===== src/rtl/pwm_fader.sv =====
// pwm_fader: host-programmable fader that walks a "current" brightness toward
// a "target" value at a fixed tick rate, writing every intermediate value to a
// downstream PWM channel and waiting for that write to be acknowledged.
module pwm_fader #(
  parameter int pClkHz  = 8,
  parameter int pStepHz = 2
) (
  input  logic       clk,
  input  logic       rst,
  // host side request / response
  input  logic       wb_c_stb,
  input  logic       wb_c_we,
  input  logic [1:0] wb_c_adr,
  input  logic [7:0] wb_c_dat,
  output logic       wb_p_ack,
  output logic [7:0] wb_p_dat,
  // downstream PWM channel request / response
  output logic       pwm_c_stb,
  output logic       pwm_c_we,
  output logic [1:0] pwm_c_adr,
  output logic [7:0] pwm_c_dat,
  input  logic       pwm_p_ack
);

  localparam int pTicksPerStep = (pStepHz > 0) ? (pClkHz / pStepHz) : 0;
  localparam int DIV_W         = (pTicksPerStep > 1) ? $clog2(pTicksPerStep) : 1;
  localparam logic [DIV_W-1:0] DIV_LAST = DIV_W'(pTicksPerStep - 1);

  generate
    if (pTicksPerStep < 1) begin : g_bad_rate
      $error("pwm_fader: pClkHz / pStepHz must be >= 1");
    end
  endgenerate

  typedef enum logic {IDLE = 1'b0, PUSH = 1'b1} state_t;

  localparam logic [1:0] ADR_TARGET  = 2'd0;
  localparam logic [1:0] ADR_STEP    = 2'd1;
  localparam logic [1:0] ADR_CURRENT = 2'd2;
  localparam logic [1:0] ADR_STATUS  = 2'd3;

  state_t           state, state_nxt;
  logic [DIV_W-1:0] div_cnt;
  logic             tick;
  logic [7:0]       target, step, current;
  logic [7:0]       diff, delta, current_nxt;
  logic             load_cur;
  logic             busy;
  logic             host_wr;

  assign tick    = (div_cnt == DIV_LAST);
  assign host_wr = wb_c_stb & wb_c_we;
  assign busy    = (state == PUSH) | (current != target);

  // free-running tick divider, independent of FSM state
  always_ff @(posedge clk or posedge rst) begin
    if (rst)                     div_cnt <= '0;
    else if (div_cnt == DIV_LAST) div_cnt <= '0;
    else                         div_cnt <= div_cnt + 1'b1;
  end

  // host-writable registers; current/status addresses are read-only
  always_ff @(posedge clk or posedge rst) begin
    if (rst) begin
      target <= 8'h00;
      step   <= 8'h01;
    end else if (host_wr) begin
      if (wb_c_adr == ADR_TARGET) target <= wb_c_dat;
      if (wb_c_adr == ADR_STEP)   step   <= wb_c_dat;
    end
  end

  // clamped step toward target: step 0 or a step larger than the gap lands
  // exactly on target, so current can never overshoot or wrap
  always_comb begin
    diff        = (target >= current) ? (target - current) : (current - target);
    delta       = ((step == 8'h00) || (step > diff)) ? diff : step;
    current_nxt = (target >= current) ? (current + delta) : (current - delta);
  end

  // current only moves on a qualifying tick in IDLE; it is frozen in PUSH so
  // the downstream data stays stable until acknowledged
  always_ff @(posedge clk or posedge rst) begin
    if (rst)           current <= 8'h00;
    else if (load_cur) current <= current_nxt;
  end

  // FSM state register
  always_ff @(posedge clk or posedge rst) begin
    if (rst) state <= IDLE;
    else     state <= state_nxt;
  end

  // FSM next state and downstream outputs; ticks seen in PUSH are dropped
  always_comb begin
    state_nxt = state;
    load_cur  = 1'b0;
    pwm_c_stb = 1'b0;
    pwm_c_we  = 1'b0;
    pwm_c_adr = 2'd0;
    pwm_c_dat = 8'h00;
    case (state)
      IDLE: begin
        if (tick && (current != target)) begin
          load_cur  = 1'b1;
          state_nxt = PUSH;
        end
      end
      PUSH: begin
        pwm_c_stb = 1'b1;
        pwm_c_we  = 1'b1;
        pwm_c_dat = current;
        if (pwm_p_ack) state_nxt = IDLE;
      end
      default: state_nxt = IDLE;
    endcase
  end

  // zero-wait-state host read mux; data bus is quiet when not strobed
  always_comb begin
    wb_p_ack = wb_c_stb;
    wb_p_dat = 8'h00;
    if (wb_c_stb) begin
      case (wb_c_adr)
        ADR_TARGET:  wb_p_dat = target;
        ADR_STEP:    wb_p_dat = step;
        ADR_CURRENT: wb_p_dat = current;
        ADR_STATUS:  wb_p_dat = {7'b0, busy};
        default:     wb_p_dat = 8'h00;
      endcase
    end
  end

endmodule


===== config.mk =====
export PLATFORM = sky130hd
export DESIGN_NAME = pwm_fader
export DESIGN_NICKNAME = d
export VERILOG_FILES = /design/src/rtl/pwm_fader.sv
export SDC_FILE = /design/constraint.sdc
export NUM_CORES = 1
export LEC_CHECK = 0
export BUFFER_PORTS_ARGS = -buffer_cell sky130_fd_sc_hd__buf_2
export CAP_MARGIN = 10
export CORE_MARGIN = 1
export CORE_UTILIZATION = 59
export DETAILED_ROUTE_END_ITERATION = 8
export PLACE_DENSITY = 0.81
export REMOVE_ABC_BUFFERS = 1
export SYNTH_ARGS = -nofsm -noshare
export SYNTH_HDL_FRONTEND = slang
export SYNTH_SLANG_ARGS = --single-unit

===== constraint.sdc =====
create_clock -name clk -period 9.6 [get_ports clk]
set_clock_uncertainty 0.2 [all_clocks]
set_input_delay 0.48 -clock clk [delete_from_list [all_inputs] [get_ports clk]]
set_output_delay 0.48 -clock clk [all_outputs]
set_load 0.005 [all_outputs]

# Word level (Yosys, flattened, before mapping)
# Cells that the tools add are included.
[word_totals]
regBits = 27
output_inout_bits = 21
word_cells = 38
[classes]
addsub = 5
magnitude_cmp = 2
eq_ne = 5
muxes = 12
bitwise_logic = 3
n_reduce_logical = 6
[ops]
columns = ["cell", "count"]
rows = [
  ["$mux 8", 5],
  ["$pmux 8 s4", 1],
  ["$sub 8x8->8", 3],
  ["$add 8x8->8", 1],
  ["$ge 8x8->1", 1],
  ["$gt 8x8->1", 1],
  ["$logic_not 8->1", 1],
  ["$ne 8x8->1", 1],
  ["$eq 2x2->1 const B", 3],
  ["$mux 1", 4],
  ["$reduce_and 2->1", 2],
  ["$add 2x1->2 const B", 1],
  ["$eq 2x1->1 const B", 1],
  ["$logic_not 2->1", 1],
  ["$mux 2", 1],
  ["$pmux 1 s2", 1],
  ["$and 1x1->1", 1],
  ["$logic_and 1x1->1", 1],
  ["$logic_or 1x1->1", 1],
  ["$not 1->1", 1],
  ["$or 1x1->1", 1],
]

# Logic depth before layout (Yosys ltp)
# Gate-level depths: netlist of run 1.
[depth]
depth_word = 7
ltp_mapped = 35

# Least setup slack after synthesis of run 1
# No wires, ideal clock.
[synth_timing]
kind = "reg2reg"
start = "register current[3]"
end = "register current[7]"
setup_time_ps = 122
arrival_time_ps = 6360
required_ps = 9278
path_slack_ps = 2918
stages_incl_launch_ff = 31
path_buffers = 2
period_less_slack_ps = 6682
cell_sequence = "dfrtp_1 ha_1 buf_2 nand4_1 a31o_2 nand2_1 mux2_2 a221oi_1 xnor2_1 inv_1 ha_1 nand4_1 or4_1 buf_2 a22oi_2 nor2_1 a21oi_1 inv_1 ha_1 nor2_1 a21oi_1 ha_1 a21o_1 a21oi_1 o21bai_1 a21oi_1 o21bai_1 a21oi_1 xor2_1 nand3b_1 a32o_1"
[synth_via]
elab_chain_len = 7
[synth_rtl]
columns = ["element", "line", "source"]
rows = [
  ["start: declaration", "45", "logic [7:0] target, step, current;"],
  ["start signal: assignment", "85", "else if (load_cur) current <= current_nxt;"],
  ["$sub 8x8->8 or $ge 8x8->1 (tied branches)", "76, 78", ""],
  ["$mux 8", "76", "diff = (target >= current) ? (target - current) : (current - target);"],
  ["$gt 8x8->1", "77", "delta = ((step == 8'h00) || (step > diff)) ? diff : step;"],
  ["$logic_or 1x1->1", "77", ""],
  ["$mux 8", "77", ""],
  ["$sub 8x8->8 or $add 8x8->8 (tied branches)", "78", "current_nxt = (target >= current) ? (current + delta) : (current - delta);"],
  ["$mux 8", "78", ""],
]
# Several ways; a longest one is shown, not always the timed one.
# A chain may end at the register's enable or synchronous reset.

# Worst setup path after layout of run 1
[layout_timing]
start = "register target[2]"
end = "register current[7]"
[layout_via]
elab_chain_len = 7
[layout_rtl]
columns = ["element", "line", "source"]
rows = [
  ["start: declaration", "45", ""],
  ["start signal: assignment", "68", "if (wb_c_adr == ADR_TARGET) target <= wb_c_dat;"],
  ["$sub 8x8->8 or $ge 8x8->1 (tied branches)", "76, 78", ""],
  ["$mux 8", "76", ""],
  ["$gt 8x8->1", "77", ""],
  ["$logic_or 1x1->1", "77", ""],
  ["$mux 8", "77", ""],
  ["$sub 8x8->8 or $add 8x8->8 (tied branches)", "78", ""],
  ["$mux 8", "78", ""],
]
# Several ways; a longest one is shown, not always the timed one.

==> qor.yml, run 1 <==
outcome:
  status: "finished, final reports clean"
yosys:
  synth_cells: 346
  synth_commonest_cells: "nand2_1 (37), inv_1 (31), ha_1 (30), nor2_1 (30), o21ai_0 (27)"
  yosysSeqAreaShare: 0.2355
  synth_flop_cell: "dfrtp_1"
  yosysTopAreaCell: "dfrtp_1"
  yosys_warnings: 0
  async_reset_ff_frac: 1.000
  synth_area_um2: 2874
  netlist.area_leader.share: 0.2264
  syn_area_per_cell_um2: 8.306
  synth-seq-cells: 27
  synth_edf_count: 0
  synth_area_leaders: "dfrtp_1 (23%), ha_1 (13%), mux2_2 (5.1%), nand2_1 (4.8%), o21ai_0 (4.7%)"
  yosysMostFrequentCell: "nand2_1"
  synth_cell_types: 59
worst_setup_path:
  worstPathBufferInverterCount: 3
  cpLargestDelayFamily: "compound AO/OA/AOI/OAI gates"
  worstSetupStartpointType: "flip-flop"
  cpMostUsedCell: "a21oi_1"
  cp.arrival_ps: 7490
  critPathCaptureType: "flip-flop"
  worstSetupPathType: "flip-flop to flip-flop"
  cp_max_fo: 11
  critPathMaxStageDelay_ps: 520
  worstPathRequired_ps: 9570
  critPathSlowestCell: "ha_1"
drt:
  drc_errors: 0
  first_iter_violations: 163
  dr.pass1.iters: 5
  wl_per_cell_um: 17.50
  avgViaCountPerCell: 6.016
  drt_wl_total_um: 7491
  detail-route-antenna-nets: 0
  vias: 2575
sta:
  min_period_ps: 7520
  slew_violations: 0
  rsz0062_at_grt: "false"
  slew_headroom: 0.4824
  tightest_slew_ps: 770.4
  hold_viol_final: 0
  setup_viol: 0
  layout_setup_ws_ps: 2080
  clock.fmax_ghz: 0.1330
  finalSetupTns_ps: 0
  min_period_over_period: 0.7833
clock_tree:
  clockBufferDepth: 2
  clkTransAtPathRegs_ps: 100
  htreeDepth: 1
  cts_num_sinks: 27
  worstSkewPairLatency_ps: 280
  cts_tree: "built"
  cts_root_buffer: "clkbuf_8"
  cts_buffers: 3
worst_hold_path:
  min_path_type: "input pin to flip-flop"
floorplanning:
  placementRows: 25
  coreArea_um2: 4692
  initial_core_util: 0.6125
  die-height_um: 71.80
  io_pins: 36
  die_w_um: 71.80
  fp.dieArea_um2: 5155
grt:
  track_usage: 0.3133
  overflow: 0
  grt_pass1_wl_um: 12310
  antenna_found_initial: 0
  grt_max_degree: 28
  grt_pass1_vias: 2441
placed_design:
  dp_hpwl_um: 5892
  port_buffers: 33
  post_dp_cell_area_um2: 3044
  place_worst_setup_slack_ps: 2209
  gp_congestion: 0.9825
final_layout:
  drive_above_1_share: 0.1818
  fin_util: 0.6667
  fillCellCount: 411
  diodes: 0
  area_growth_pct: 8.838
  fin_area_um2: 3128
  final_nets: 423
job:
  cap_violations: 0
-- worst reg2reg max path: cells and delay by family (launching register included) --
family | cells | cell delay, ps
xor+xnor | 2 | 480
simple gates | 6 | 920
fa+ha+maj | 4 | 1380
mux | 1 | 390
flops | 1 | 390
buf+inv | 3 | 220
compound gates | 16 | 3450
-- cells in the final DEF (no fill, tap or decap), types with 5 or more instances in the layout --
cell,count
inv_1,31
nand3_1,5
mux2_2,13
nor3_1,7
buf_2,33
o21ai_0,27
and2_1,10
xnor2_1,10
a21o_1,7
ha_1,30
xor2_1,9
nand2_1,37
dfrtp_1,26
mux2i_1,9
a21oi_1,24
nor2_1,30
-- metrics by stage --
stage | std cells | hold slack, ps
after floorplan | 333 | 203.1
after global placement | 422 | 213.2
after detailed placement | 422 | 224.1
after CTS | 426 | 162.2
after global routing | 428 | 163.7
final | 428 | 164.9
-- routing by layer --
metal,global-route usage,routed length [µm]
met1,0.4543,3375
met2,0.5010,3568
met3,0.03376,466
met4,0.08061,81
met5,0,0
-- timing repair --
| action | in CTS | in global routing |
|---|---|---|
| endpoints found under the hold margin | 0 | 3 |
| setup buffers | 0 | 0 |
| hold buffers | 0 | 1 |
| endpoints found under the setup margin | 0 | 0 |
| gates resized for setup | 0 | 0 |
-- cell families after synthesis --
logic type | after synthesis | synth area share
multiplexers | 24 | 0.09491
XOR/XNOR | 20 | 0.06574
AO/OA/AOI/OAI | 89 | 0.2037
buffers and inverters | 45 | 0.06879
other | 1 | 0.001305
flip-flops | 27 | 0.2355
AND/OR/NAND/NOR | 107 | 0.1785
adder cells (fa/ha/maj) | 33 | 0.1515
-- final timing paths --
path,from,to,slack (ps),cells past startpoint
max,target[2],current[7],2080,32
min,pwm_p_ack,state,160,2
max reg2reg,target[2],current[7],2080,32
min reg2reg,div_cnt[0],div_cnt[0],240,1
max in group asynchronous,rst,current[3],8270,4
min in group asynchronous,rst,target[2],500,3
-- final cells by class --
cell class                 instances  area [µm²]  share of cell area
clock inverter                     1       5.005            0.001600
multi-input combinational        275        2003              0.6404
clock buffer                       3       41.29             0.01320
timing repair buffer              37       217.7             0.06960
inverter                          31       116.4             0.03720
sequential                        27       676.9              0.2164
tap                               54       67.56             0.02160
-- flip-flops by register name, summed over array words and instances, names as in the netlist --
| signal | flops |
|---|---|
| step | 8 |
| state | 1 |
| div_cnt | 2 |
| target | 8 |
| current | 8 |
Power of run 1 is not shown: default switching activity piles up to over one toggle a cycle in this logic, so the estimate is an artifact.
==> inputs of run 2 (changes only) <==
--- a/config.mk
+++ b/config.mk
@@ -5,12 +5,13 @@
 export SDC_FILE = /design/constraint.sdc
 export NUM_CORES = 1
 export LEC_CHECK = 0
+export ABC_AREA = 1
 export BUFFER_PORTS_ARGS = -buffer_cell sky130_fd_sc_hd__buf_2
 export CAP_MARGIN = 10
 export CORE_MARGIN = 1
-export CORE_UTILIZATION = 59
+export CORE_UTILIZATION = 54
 export DETAILED_ROUTE_END_ITERATION = 8
-export PLACE_DENSITY = 0.81
+export PLACE_DENSITY = 0.78
 export REMOVE_ABC_BUFFERS = 1
 export SYNTH_ARGS = -nofsm -noshare
 export SYNTH_HDL_FRONTEND = slang
==> constraint.sdc (replaced) <==
create_clock -name clk -period 6.8 [get_ports clk]
set_clock_uncertainty 0.2 [all_clocks]
set_input_delay 0.34 -clock clk [delete_from_list [all_inputs] [get_ports clk]]
set_output_delay 0.34 -clock clk [all_outputs]
set_load 0.005 [all_outputs]
==> run 2 against run 1 <==
Clock-buffer cell count increased by 1. Critical endpoint unchanged. Largest cell class unchanged. Sequential share of layout area rose by 0.25 points. Worst setup slack got worse by 1400 ps. Area after synthesis is 0.17% higher. Fmax rose by 24%. Final cell count up 21%. Worst hold slack worse by 120 ps. Critical path depth up 10.
==> qor.yml, run 2 <==
outcome:
  status: "finished, final reports clean"
grt:
  grt_max_degree: 28  # unchanged
  busiest_layer: "met2"
  grt_use_met3: 0.02544  # -0.008320
  antenna_found_initial: 0  # unchanged
  grt_pass1_wl_um: 11660  # -5.3%
  grt_pass1_vias: 2415  # -1.1%
  overflow: 0  # unchanged
  use_met1: 0.3884  # -0.06588
  track_usage: 0.2790  # -0.03424
  use_met2: 0.4605  # -0.04059
yosys:
  synth-seq-cells: 27  # unchanged
  synth_commonest_cells: "nand2_1 (105), inv_1 (73), nor2_1 (32), ha_1 (30), o21ai_0 (29)"
  yosysSeqAreaShare: 0.2351  # -0.0004094
  syn_area_per_cell_um2: 6.822  # -18%
  synth_edf_count: 0  # unchanged
  netlist.area_leader.share: 0.2260  # -0.0003935
  yosysMostFrequentCell: "nand2_1"
  synth_cell_types: 39  # -34%
  synth_flop_cell: "dfrtp_1"
  synth_area_um2: 2879  # +0.17%
  async_reset_ff_frac: 1.000  # unchanged
  synth_cells: 422  # +22%
  yosys_warnings: 0  # unchanged
  yosysTopAreaCell: "dfrtp_1"
  synth_area_leaders: "dfrtp_1 (23%), nand2_1 (14%), ha_1 (13%), inv_1 (9.5%), o21ai_0 (5.0%)"
drt:
  detail-route-antenna-nets: 0  # unchanged
  vias: 2670  # +3.7%
  drc_errors: 0  # unchanged
  dr.pass1.iters: 5  # unchanged
  avgViaCountPerCell: 5.164  # -14%
  drt_wl_total_um: 7135  # -4.8%
  wl_per_cell_um: 13.80  # -21%
  first_iter_violations: 158  # -3.1%
sta:
  hold_viol_final: 0  # unchanged
  setup_viol: 0  # unchanged
  min_period_ps: 6088  # -1432 ps
  clock.fmax_ghz: 0.1643  # +24%
  finalSetupTns_ps: 0  # unchanged
  rsz0062_at_grt: "false"
  slew_violations: 0  # unchanged
  min_period_over_period: 0.8953  # +0.1120
  tightest_slew_ps: 1022  # +251.7 ps
  slew_headroom: 0.3178  # -0.1646
clock_tree:
  clkTransAtPathRegs_ps: 90  # about the same
  clockBufferDepth: 2  # unchanged
  hold_buffers: 0  # unchanged
  cts_num_sinks: 27  # unchanged
  cts_tree: "built"
  htreeDepth: 1  # unchanged
  worstSkewPairLatency_ps: 270  # about the same
  cts_buffers: 3  # unchanged
  cts_root_buffer: "clkbuf_8"
final_layout:
  most-common-layout-cells: "nand2_1 (105), inv_1 (73), buf_2 (33)"
  area_growth_pct: 7.605
  diodes: 0  # unchanged
  fin_area_um2: 3098  # -0.96%
  fin_util: 0.6066  # -0.06010
  final_nets: 496  # +17%
  final_common_cell: "nand2_1"
  seqCellArea_um2: 678.2  # +0.18%
  drive_above_1_share: 0.1611  # -0.02074
  top_regs: "current: 8 flops, step: 8 flops, target: 8 flops"
  fillCellCount: 491  # +19%
  multi_input_area_um2: 1823  # -9.0%
floorplanning:
  placementRows: 26  # +4.0%
  fp.dieArea_um2: 5627  # +9.2%
  io_pins: 36  # unchanged
  coreArea_um2: 5107  # +8.9%
  die_w_um: 75.02  # +4.5%
  die-height_um: 75.02  # +4.5%
  initial_core_util: 0.5637  # -0.04884
worst_setup_path:
  worstSetupStartpointType: "flip-flop"
  critPathSlowestCell: "dfrtp_1"
  ff2ff_path_depth: 42  # +31%
  r2r-start: "target[0]"
  worstPathBufferInverterCount: 6  # +3
  worstSetupPathType: "flip-flop to flip-flop"
  r2r-end: "current[7]"
  cp.arrival_ps: 6060  # -1430 ps
  critPathMaxStageDelay_ps: 430  # -90 ps
  r2r_setup_slack_ps: 710  # -1370 ps
  cpLargestDelayFamily: "simple AND/OR/NAND/NOR gates"
  cpMostUsedCell: "nor2_1"
  critPathCaptureType: "flip-flop"
  cp_max_fo: 11  # unchanged
  worstPathRequired_ps: 6770  # -2800 ps
worst_hold_path:
  hp-start: "pwm_p_ack"
  min_path_type: "input pin to flip-flop"
  hold_depth: 2  # unchanged
  whs_endpoint: "state"
placed_design:
  dp_hpwl_um: 5828  # -1.1%
  gp_congestion: 0.9867  # +0.43%
  post_dp_cell_area_um2: 3042  # about the same
  port_buffers: 33  # unchanged
job:
  cap_violations: 0  # unchanged
-- run 2: changes by cell type in the layout (fill, tap and decap cells not counted), sizes merged, moves of 9 or more --
cell   before  now
a21oi      26   15
and2       10    0
inv        31   79
mux2       13    0
mux2i      10    1
nand2      37  123
nand3       5   22
-- run 2: routing by layer --
| metal | vias up | share of wire | routed length [µm] |
|---|---|---|---|
| li1 | 1373 | - | - |
| met1 | 1210 | 0.46 | 3303 |
| met2 | 70 | 0.46 | 3251 |
| met3 | 17 | 0.055 | 394 |
| met4 | 0 | 0.026 | 185 |
| met5 | - | 0 | 0 |
-- run 2: cell type report --
type	count	area share
Clock buffer	4	0.01454
Inverter	79	0.09653
Multi-Input combinational cell	304	0.5884
Sequential cell	27	0.2189
Tap cell	70	0.02827
Timing Repair Buffer	33	0.05331
-- run 2: what timing repair did --
item	4_1_cts	5_1_grt
setup buffers	0	0
setup endpoints to repair	0	1
gates resized for setup	0	3
-- run 2: cells by family after synthesis --
family	synth area share
AND/OR/NAND/NOR	0.2899
buffers and inverters	0.1356
AO/OA/AOI/OAI	0.1378
adder cells (fa/ha/maj)	0.1512
flip-flops	0.2351
XOR/XNOR	0.04563
other	0.001303
multiplexers	0.003477
-- run 2: worst max-delay path by stage --
stage                     from    endpoint  slack, ps  cells after the start
floorplan            target[0]  current[7]       1210                     43
finish               target[0]  current[7]        710                     42
global route         target[0]  current[7]         50                     42
global placement    current[1]  current[7]        720                     40
detailed placement  current[1]  current[7]        540                     40
CTS                 current[1]  current[7]        520                     40
-- run 2: per-stage QoR --
step	worst slack [ps]	std cells	hold WS [ps]
floorplan	1207	410	192.0
global placement	719.2	513	213.5
detailed placement	543.0	513	226.3
CTS	519.0	517	51.99
global route	46.84	517	69.09
finish	711.9	517	41.80
Power of run 2 is left out for the same reason.
